===== config.mk =====
export PLATFORM = sky130hd
export DESIGN_NAME = dm_arbiter
export DESIGN_NICKNAME = d
export VERILOG_FILES = /design/src/rtl/dm_arbiter.sv
export SDC_FILE = /design/constraint.sdc
export NUM_CORES = 1
export LEC_CHECK = 0
export CELL_PAD_IN_SITES_DETAIL_PLACEMENT = 1
export CELL_PAD_IN_SITES_GLOBAL_PLACEMENT = 2
export CORE_ASPECT_RATIO = 0.8
export CORE_MARGIN = 2
export CORE_UTILIZATION = 17
export CTS_BUF_LIST = sky130_fd_sc_hd__clkbuf_4 sky130_fd_sc_hd__clkbuf_8
export CTS_CLUSTER_DIAMETER = 100
export DETAILED_ROUTE_END_ITERATION = 7
export HOLD_SLACK_MARGIN = 0.15
export PLACE_DENSITY_LB_ADDON = 0.1
export SLEW_MARGIN = 10
export SYNTH_ARGS = -nofsm -noshare
export SYNTH_HDL_FRONTEND = slang
export SYNTH_SLANG_ARGS = --single-unit
export TNS_END_PERCENT = 50

===== constraint.sdc =====
create_clock -name clk -period 2.55 [get_ports clk]
set_clock_uncertainty 0.2 [all_clocks]
set_input_delay 0.51 -clock clk [delete_from_list [all_inputs] [get_ports clk]]
set_output_delay 0.51 -clock clk [all_outputs]
set_load 0.1 [all_outputs]

===== src/rtl/dm_arbiter.sv =====
`default_nettype none
// ============================================================================
//  Module   : dm_arbiter
//  Purpose  : Two-port data-memory arbiter with port-1 locked bursts, lane
//             code generation, misalignment detection and load responses.
//  Revision : 1.0 - initial release
// ============================================================================
module dm_arbiter #(
  parameter int LOCK_MAX = 4
) (
  input  logic        clk,
  input  logic        reset,
  input  logic        req_0,
  input  logic        we_0,
  input  logic [31:0] addr_0,
  input  logic [1:0]  size_0,
  input  logic [31:0] wdata_0,
  output logic        gnt_0,
  output logic        rvalid_0,
  output logic [31:0] rdata_0,
  output logic        err_0,
  input  logic        req_1,
  input  logic        we_1,
  input  logic [31:0] addr_1,
  input  logic [1:0]  size_1,
  input  logic [31:0] wdata_1,
  output logic        gnt_1,
  output logic        rvalid_1,
  output logic [31:0] rdata_1,
  output logic        err_1,
  input  logic        lock1,
  output logic [31:0] mem_addr,
  output logic [3:0]  mem_be,
  output logic [31:0] mem_wdata,
  output logic        mem_we,
  input  logic [31:0] mem_rdata
);

  localparam int              CW      = $clog2(LOCK_MAX + 1);
  localparam logic [CW-1:0]   CNT_MAX = CW'(LOCK_MAX);

  typedef enum logic [0:0] {
    ARB   = 1'b0,
    LOCK1 = 1'b1
  } state_t;

  state_t        state;
  logic          last;     // 1: port 1 was served last, so port 0 wins a tie
  logic [CW-1:0] cnt;      // port-1 transfers in the current locked run

  logic          lock_expire;
  logic          xfer;
  logic          sel_we;
  logic [31:0]   sel_addr;
  logic [1:0]    sel_size;
  logic [31:0]   sel_wdata;
  logic [3:0]    lane;
  logic          lane_ok;

  // Lane code for a transfer; zero marks a misaligned or illegal-size access.
  function automatic logic [3:0] lane_code(input logic [1:0] size, input logic [1:0] b);
    logic [3:0] code;
    code = 4'b0000;
    case (size)
      2'b00:   code = 4'b0001 << b;
      2'b01:   code = (b == 2'b00) ? 4'b0011 : ((b == 2'b10) ? 4'b1100 : 4'b0000);
      2'b10:   code = (b == 2'b00) ? 4'b1111 : 4'b0000;
      default: code = 4'b0000;
    endcase
    return code;
  endfunction

  // The lock budget is spent and port 0 is waiting: port 1 must yield now,
  // so no port-1 grant is issued in the cycle the burst is broken.
  assign lock_expire = (cnt == CNT_MAX) && req_0;

  // Grant selection: round-robin tie break in ARB, port 1 only while locked.
  always_comb begin
    gnt_0 = 1'b0;
    gnt_1 = 1'b0;
    if (!reset) begin
      if (state == ARB) begin
        if (req_0 && req_1) begin
          gnt_0 = last;
          gnt_1 = !last;
        end else begin
          gnt_0 = req_0;
          gnt_1 = req_1;
        end
      end else begin
        gnt_1 = req_1 && !lock_expire;
      end
    end
  end

  // Steer the granted port onto the memory bus; idle bus is driven to zero.
  always_comb begin
    xfer      = gnt_0 | gnt_1;
    sel_we    = gnt_1 ? we_1    : we_0;
    sel_addr  = gnt_1 ? addr_1  : addr_0;
    sel_size  = gnt_1 ? size_1  : size_0;
    sel_wdata = gnt_1 ? wdata_1 : wdata_0;
    lane      = lane_code(sel_size, sel_addr[1:0]);
    lane_ok   = (lane != 4'b0000);
    mem_addr  = xfer ? sel_addr  : 32'h0;
    mem_be    = xfer ? lane      : 4'b0000;
    mem_wdata = xfer ? sel_wdata : 32'h0;
    mem_we    = xfer & sel_we & lane_ok;
  end

  // Arbitration state machine: ARB/LOCK1, last-served bit and lock run count.
  always_ff @(posedge clk) begin
    if (reset) begin
      state <= ARB;
      last  <= 1'b1;
      cnt   <= '0;
    end else begin
      if (xfer) last <= gnt_1;
      case (state)
        ARB: begin
          if (gnt_1 && lock1) begin
            state <= LOCK1;
            cnt   <= CW'(1);
          end
        end
        LOCK1: begin
          if (!lock1) begin
            state <= ARB;
            cnt   <= '0;
          end else if (lock_expire) begin
            state <= ARB;
            cnt   <= '0;
            last  <= 1'b1;
          end else if (gnt_1 && (cnt != CNT_MAX)) begin
            cnt <= cnt + CW'(1);
          end
        end
        default: begin
          state <= ARB;
          cnt   <= '0;
        end
      endcase
    end
  end

  // Per-port responses: load data/valid pulse or error pulse one cycle later.
  always_ff @(posedge clk) begin
    if (reset) begin
      rvalid_0 <= 1'b0;
      rvalid_1 <= 1'b0;
      err_0    <= 1'b0;
      err_1    <= 1'b0;
      rdata_0  <= 32'h0;
      rdata_1  <= 32'h0;
    end else begin
      rvalid_0 <= gnt_0 & !we_0 & lane_ok;
      rvalid_1 <= gnt_1 & !we_1 & lane_ok;
      err_0    <= gnt_0 & !lane_ok;
      err_1    <= gnt_1 & !lane_ok;
      if (gnt_0 && !we_0 && lane_ok) rdata_0 <= mem_rdata;
      if (gnt_1 && !we_1 && lane_ok) rdata_1 <= mem_rdata;
    end
  end

endmodule
`default_nettype wire


==> results of run 1 <==
-- sequential cells by signal (all words and copies together), names as in the netlist --
| register | count |
|---|---|
| last | 1 |
| rdata_1 | 32 |
| rvalid_0 | 1 |
| err_0 | 1 |
| err_1 | 1 |
| cnt | 3 |
| rdata_0 | 32 |
| state | 1 |
| rvalid_1 | 1 |
-- worst max path at each step --
stage                 from  slack (ns)  cells past startpoint           end
finish              cnt[0]       -0.17                      8     mem_be[0]
global route        cnt[0]       -0.26                      8     mem_be[0]
CTS                  state       -0.21                      7     mem_be[0]
detailed placement   req_0       -0.52                      6  mem_addr[20]
global placement     req_0       -0.48                      6   mem_addr[9]
floorplan            reset       -0.16                      4   mem_addr[1]
-- worst max-delay path: cells and delay by family (launching register included) --
kind                     cells  cell delay, ns
AND/OR/NAND/NOR              3            0.61
AO/OA/AOI/OAI                1            0.16
adder cells (fa/ha/maj)      1            0.15
flip-flops                   1            0.34
buffers and inverters        3            0.41
-- layer usage --
metal	part of all wire	up-vias	global-route usage	routed length [um]
met5	0	-	0	0
met4	0.0058	0	0.0212	117
met3	0.047	8	0.0417	964
met2	0.55	122	0.327	11100
met1	0.40	2299	0.197	8150
li1	-	2278	-	-
-- cells in the final DEF (no fill, tap or decap), types with 4 or more instances in the layout --
cell type | synthesis | layout
a21oi_1 | 38 | 37
a22o_2 | 0 | 17
a22o_4 | 0 | 47
buf_12 | 0 | 85
buf_16 | 0 | 4
buf_4 | 5 | 125
bufinv_16 | 0 | 4
clkbuf_8 | 0 | 9
clkdlybuf4s50_1 | 0 | 162
dfxtp_1 | 73 | 70
inv_1 | 6 | 4
mux2_1 | 11 | 11
mux2_2 | 20 | 20
nand2_1 | 10 | 10
nand3_1 | 39 | 38
nand4_1 | 4 | 4
nor2_1 | 5 | 5
nor2b_1 | 33 | 31
o21ai_1 | 29 | 31
or3_4 | 1 | 4
-- cells by family after synthesis --
| family | after synthesis |
|---|---|
| AO/OA/AOI/OAI | 152 |
| XOR/XNOR | 2 |
| adder cells (fa/ha/maj) | 2 |
| buffers and inverters | 46 |
| flip-flops | 73 |
| multiplexers | 35 |
| AND/OR/NAND/NOR | 109 |
-- area by class of cell --
class | count | area [um^2] | area share
antenna | 1 | 2.50 | 0.000267
clock buffer | 10 | 131 | 0.0140
clock inverter | 5 | 129 | 0.0137
inverter | 7 | 31.3 | 0.00333
multi-input combinational | 300 | 2690 | 0.286
sequential | 73 | 1470 | 0.156
tap | 300 | 375 | 0.0400
timing repair buffer | 390 | 4560 | 0.486
-- what timing repair did --
action / CTS / global route
pin swaps: 39 / 6
cloned: 3 / 3
setup buffers: 21 / 8
endpoints found under the setup margin: 71 / 71
resized for setup: 49 / 16
-- report_power, final --
part | switching, uW | total, uW | internal (uW) | leakage, uW
Combinational | 1160 | 2030 | 864 | 0.00320
Sequential | 14.7 | 1180 | 1170 | 0.000592
Clock | 463 | 1220 | 757 | 0.000130
Total | 1640 | 4430 | 2790 | 0.00393
-- per-stage QoR --
step	hold slack (ns)	utilization	total power [uW]	worst slack (ns)	instance area (um^2)
after global routing	0.303	0.432	4610	-0.257	9380
after floorplan	0.260	-	2270	-0.155	4110
final	0.277	0.432	4430	-0.173	9380
after CTS	0.282	0.421	4440	-0.214	9150
after detailed placement	0.275	0.386	3100	-0.519	8390
after global placement	0.264	0.386	3080	-0.485	8390
==> results.py, run 1 <==
metrics = {
    "status": {
        "status": "finished, violations left",
        "violations": "negative setup slack",
    },
    "die": {
        "initial_utilization": 0.174,
        "die-area_um2": 23500,
        "die_w_um": 171,
        "core_area_um2": 21700,
        "pin_count": 310,
        "rows": 48,
        "fp.dieH_um": 138,
    },
    "sta": {
        "final_max_slew_viol_count": 0,
        "period_share": 1.07,
        "finalSetupTns_ns": -8.26,
        "setup_slack_ns": -0.173,
        "tightest_slew_ns": 0.714,
        "layout_min_cycle_time_ns": 2.72,
        "setup_viol_count_final": 70,
        "clock.fmax_mhz": 367,
        "rsz0062_at_grt": "yes",
        "max_slew_margin": 0.524,
        "hold_viol_final": 0,
    },
    "cts": {
        "numCtsBuffers": 9,
        "root_buffer": "clkbuf_8",
        "clock_insertion_delay_worst_skew_ns": 0.34,
        "clk_path_buf_depth": 2,
        "ctsHoldBuffers": 0,
        "cts.sinks": 73,
        "cts.clk_slew.worst_paths_ns": 0.08,
        "tritoncts": "done",
        "h-tree-depth": 3,
    },
    "pwr": {
        "ir_drop_mv": 0.195,
        "cellPowerDensity_nw_per_um2": 472,
        "p_leak_uw": 0.00393,
    },
    "critical_path": {
        "crit_chain": "inv_2, ha_4, nand4_1, nand3_4, buf_8, or3_4, a21boi_4, buf_12",
        "regToRegEndpoint": "rdata_1[13]",
        "required_ns": 1.84,
        "reg2reg_slack_ns": 0.29,
        "reg2regPathDepth": 9,
        "cp-start-kind": "flip-flop",
        "path_class": "reg2out",
        "crit_path_end_kind": "primary output",
        "crit_fanout": 7,
        "slowest_delay_ns": 0.34,
        "arrival_ns": 2.01,
        "reg2reg_from": "cnt[0]",
        "critPathSlowestCell": "dfxtp_2",
    },
    "logic_synthesis": {
        "netlist_area_um2": 3790,
        "synth_edf_count": 0,
        "synth_top_area_cell": "dfxtp_1",
        "synth_top_family_by_area": "compound AO/OA/AOI/OAI gates",
        "synthAdderAreaFrac": 0.00660,
        "synth_ff_type": "dfxtp_1",
        "synth_area_per_cell_um2": 9.05,
        "synthArstFlopShare": 0,
        "yosysWarningCount": 0,
        "synthXorXnorAreaFrac": 0.00462,
        "synth_commonest_cells": "73 x dfxtp_1, 65 x a22o_1, 39 x nand3_1, 38 x a21oi_1, 33 x nor2b_1",
        "netlist_top_cells_area": "dfxtp_1 39%, a22o_1 15%, mux2_2 5.9%, nor2b_1 5.4%, nand3_1 5.1%",
        "yosysMostFrequentCell": "dfxtp_1",
        "muxShareOfSynthArea": 0.103,
        "synth_compound_area_frac": 0.277,
        "synth_seq_cells": 73,
        "synthSimpleGateAreaFrac": 0.163,
        "syn_inst": 419,
        "synth.distinct_cells": 44,
        "syn_nets": 592,
        "ys_seq_area_frac": 0.385,
        "synth_top_area_frac": 0.385,
    },
    "routing": {
        "num_vias": 4707,
        "firstDrtPassIters": 4,
        "drt-initial-drc-count": 104,
        "ant_nets": 0,
        "route.detailed.drc": 0,
        "wire_per_inst_um": 18.7,
        "wl_um": 20300,
        "vias_per_cell": 4.33,
    },
    "place": {
        "placed_cells": 1035,
        "port_buffers": 309,
        "place.gp.congestion": 0.809,
        "hpwl_um": 15200,
    },
    "run": {
        "maxCapViolCount": 0,
    },
    "global_routing": {
        "grt_pass1_vias": 5073,
        "grt_first_pass_wirelength_um": 30700,
        "antenna_found_initial": 1,
        "grt_max_degree": 65,
        "grt.overflow.total": 0,
        "grt_usage": 0.171,
    },
    "finish": {
        "fin_nets": 954,
        "fillers": 2364,
        "areaGrowthSynthToFinish_pct": 147,
        "stdcell_count": 1086,
        "drive_gt1_frac": 0.448,
    },
    "min_path": {
        "min-delay-path-class": "reg2reg",
        "hold_path_depth": 2,
        "min-delay-start": "rdata_1[12]",
        "hold_end": "rdata_1[12]",
    },
}
(Power assumes the default switching activity.)
==> inputs of run 2 (changes only) <==
--- a/config.mk
+++ b/config.mk
@@ -8,7 +8,6 @@
 export CELL_PAD_IN_SITES_DETAIL_PLACEMENT = 1
 export CELL_PAD_IN_SITES_GLOBAL_PLACEMENT = 2
 export CORE_ASPECT_RATIO = 0.8
-export CORE_MARGIN = 2
 export CORE_UTILIZATION = 17
 export CTS_BUF_LIST = sky130_fd_sc_hd__clkbuf_4 sky130_fd_sc_hd__clkbuf_8
 export CTS_CLUSTER_DIAMETER = 100
==> run 2 against run 1 <==
Effect of this change:
- the flow still finishes with violations (negative setup slack)
- core utilization decreased by 0.29 points
- sequential cell count unchanged
- sequential share of layout area increased by 0.10 points
- clock power decreased by 18%
- critical path type unchanged
- critical endpoint unchanged
==> results.py, run 2 (synthesis results as in run 1) <==
metrics = {
    "status": {
        "status": "finished, violations left",
        "violations": "negative setup slack",
    },
    "min_path": {
        "min-delay-path-class": "reg2reg",
    },
    "critical_path": {
        "crit_fanout": 7,
        "crit_path_end_kind": "primary output",
        "path_buf_inv": 3,
        "crit_top_cell": "buf_12",
        "crit_chain": "inv_2, ha_4, nand4_1, nand3_4, buf_12, or3_4, a21boi_4, buf_12",
        "critPathSlowestCell": "dfxtp_2",
        "path_class": "reg2out",
        "crit_family": "simple AND/OR/NAND/NOR gates",
        "slowest_delay_ns": 0.34,
        "reg2reg_slack_ns": 0.07,
        "required_ns": 1.84,
        "cp-start-kind": "flip-flop",
        "arrival_ns": 2.04,
    },
    "routing": {
        "firstDrtPassIters": 4,
        "wire_per_inst_um": 18.6,
        "ant_nets": 0,
        "wl_met2_um": 11100,
        "num_vias": 4731,
        "wl_um": 20200,
        "met1_length_um": 7840,
        "wl_met3_um": 953,
        "vias_per_cell": 4.35,
        "route.detailed.drc": 0,
        "drt-initial-drc-count": 111,
        "top_layer": "met4",
    },
    "sta": {
        "setup_slack_ns": -0.201,
        "whs_ns": 0.271,
        "period_share": 1.08,
        "hold_viol_final": 0,
        "layout_min_cycle_time_ns": 2.75,
        "tightest_slew_ns": 0.574,
        "final_max_slew_viol_count": 0,
        "setup_viol_count_final": 65,
        "clock.fmax_mhz": 364,
        "rsz0062_at_grt": "yes",
        "max_slew_margin": 0.617,
        "finalSetupTns_ns": -8.07,
    },
    "cts": {
        "clk_path_buf_depth": 2,
        "ctsHoldBuffers": 0,
        "numCtsBuffers": 9,
        "cts.sinks": 73,
        "h-tree-depth": 3,
        "clock_insertion_delay_worst_skew_ns": 0.35,
        "cts.clk_slew.worst_paths_ns": 0.08,
        "tritoncts": "done",
        "root_buffer": "clkbuf_8",
    },
    "die": {
        "pin_count": 310,
        "die_w_um": 169,
        "die-area_um2": 22900,
        "core_area_um2": 21700,
        "rows": 48,
        "initial_utilization": 0.174,
        "fp.dieH_um": 136,
    },
    "finish": {
        "drive_gt1_frac": 0.454,
        "fin_nets": 956,
        "areaGrowthSynthToFinish_pct": 146,
        "layout_common_cells": "161 x clkdlybuf4s50_1, 125 x buf_4, 85 x buf_12",
        "layout_commonest_cell": "clkdlybuf4s50_1",
        "fin_util": 0.429,
        "reg_top3": "rdata_0: 32 flops, rdata_1: 32 flops, cnt: 3 flops",
        "fillers": 2363,
        "antenna_cells": 0,
    },
    "place": {
        "place.gp.congestion": 0.876,
        "hpwl_um": 15100,
        "pre_cts_ws_ns": -0.523,
        "port_buffers": 309,
    },
    "run": {
        "maxCapViolCount": 0,
    },
    "global_routing": {
        "antenna_found_initial": 0,
        "grt_first_pass_wirelength_um": 30700,
        "grt_max_degree": 52,
        "grt.overflow.total": 0,
        "grt_pass1_vias": 5209,
        "grt_usage": 0.175,
    },
    "pwr": {
        "p_leak_uw": 0.00389,
        "cellPowerDensity_nw_per_um2": 451,
        "ir_drop_mv": 0.204,
    },
}
-- run 2: cell count changes in the layout (fill, tap and decap cells not counted), sizes merged --
cell,before,now
bufbuf,0,1
diode,1,0
clkinvlp,0,1
dlygate4sd2,3,4
clkinv,1,2
buf,219,223
clkdlybuf4s50,162,161
bufinv,4,2
clkbuf,13,10
-- run 2: final cells by class --
| class | count | area (um^2) | share of cell area |
|---|---|---|---|
| inverter | 7 | 33.8 | 0.00363 |
| sequential | 73 | 1470 | 0.157 |
| tap | 300 | 375 | 0.0403 |
| clock inverter | 5 | 81.3 | 0.00873 |
| multi-input combinational | 300 | 2660 | 0.285 |
| clock buffer | 10 | 131 | 0.0141 |
| timing repair buffer | 392 | 4580 | 0.491 |
-- run 2: routing by layer --
layer / up-vias / GRT usage
li1: 2291 / -
met1: 2287 / 0.195
met2: 135 / 0.334
met3: 18 / 0.0386
met4: 0 / 0.0414
met5: - / 0
-- run 2: worst min-delay path, stage by stage (launching register included) --
cell and delay (ns):
dfxtp_1 0.32, nand2_1 0.05, mux2i_1 0.06
-- run 2: final timing paths --
| kind | from | end | cells past startpoint |
|---|---|---|---|
| min | rdata_1[12] | rdata_1[12] | 2 |
| min reg2reg | rdata_1[12] | rdata_1[12] | 2 |
| max reg2reg | cnt[1] | cnt[2] | 14 |
| max | cnt[0] | mem_be[0] | 8 |
-- run 2: per-stage QoR --
stage | power [uW] | cells | cell area, um^2
floorplan | 2270 | 419 | 4110
global placement | 3090 | 1039 | 8440
detailed placement | 3110 | 1039 | 8440
CTS | 4230 | 1083 | 9160
global route | 4360 | 1087 | 9320
finish | 4200 | 1087 | 9320
-- run 2: timing repair --
item	CTS	global route
resized for setup	49	25
setup endpoints to repair	71	74
buffers inserted	23	7
cloned	6	0
pin swaps	17	17
-- run 2: report_power, final --
group / switching, uW / leakage [uW] / internal [uW]
registers: 14.2 / 0.000592 / 1170
logic: 1160 / 0.00319 / 856
clock network: 446 / 0.000106 / 557
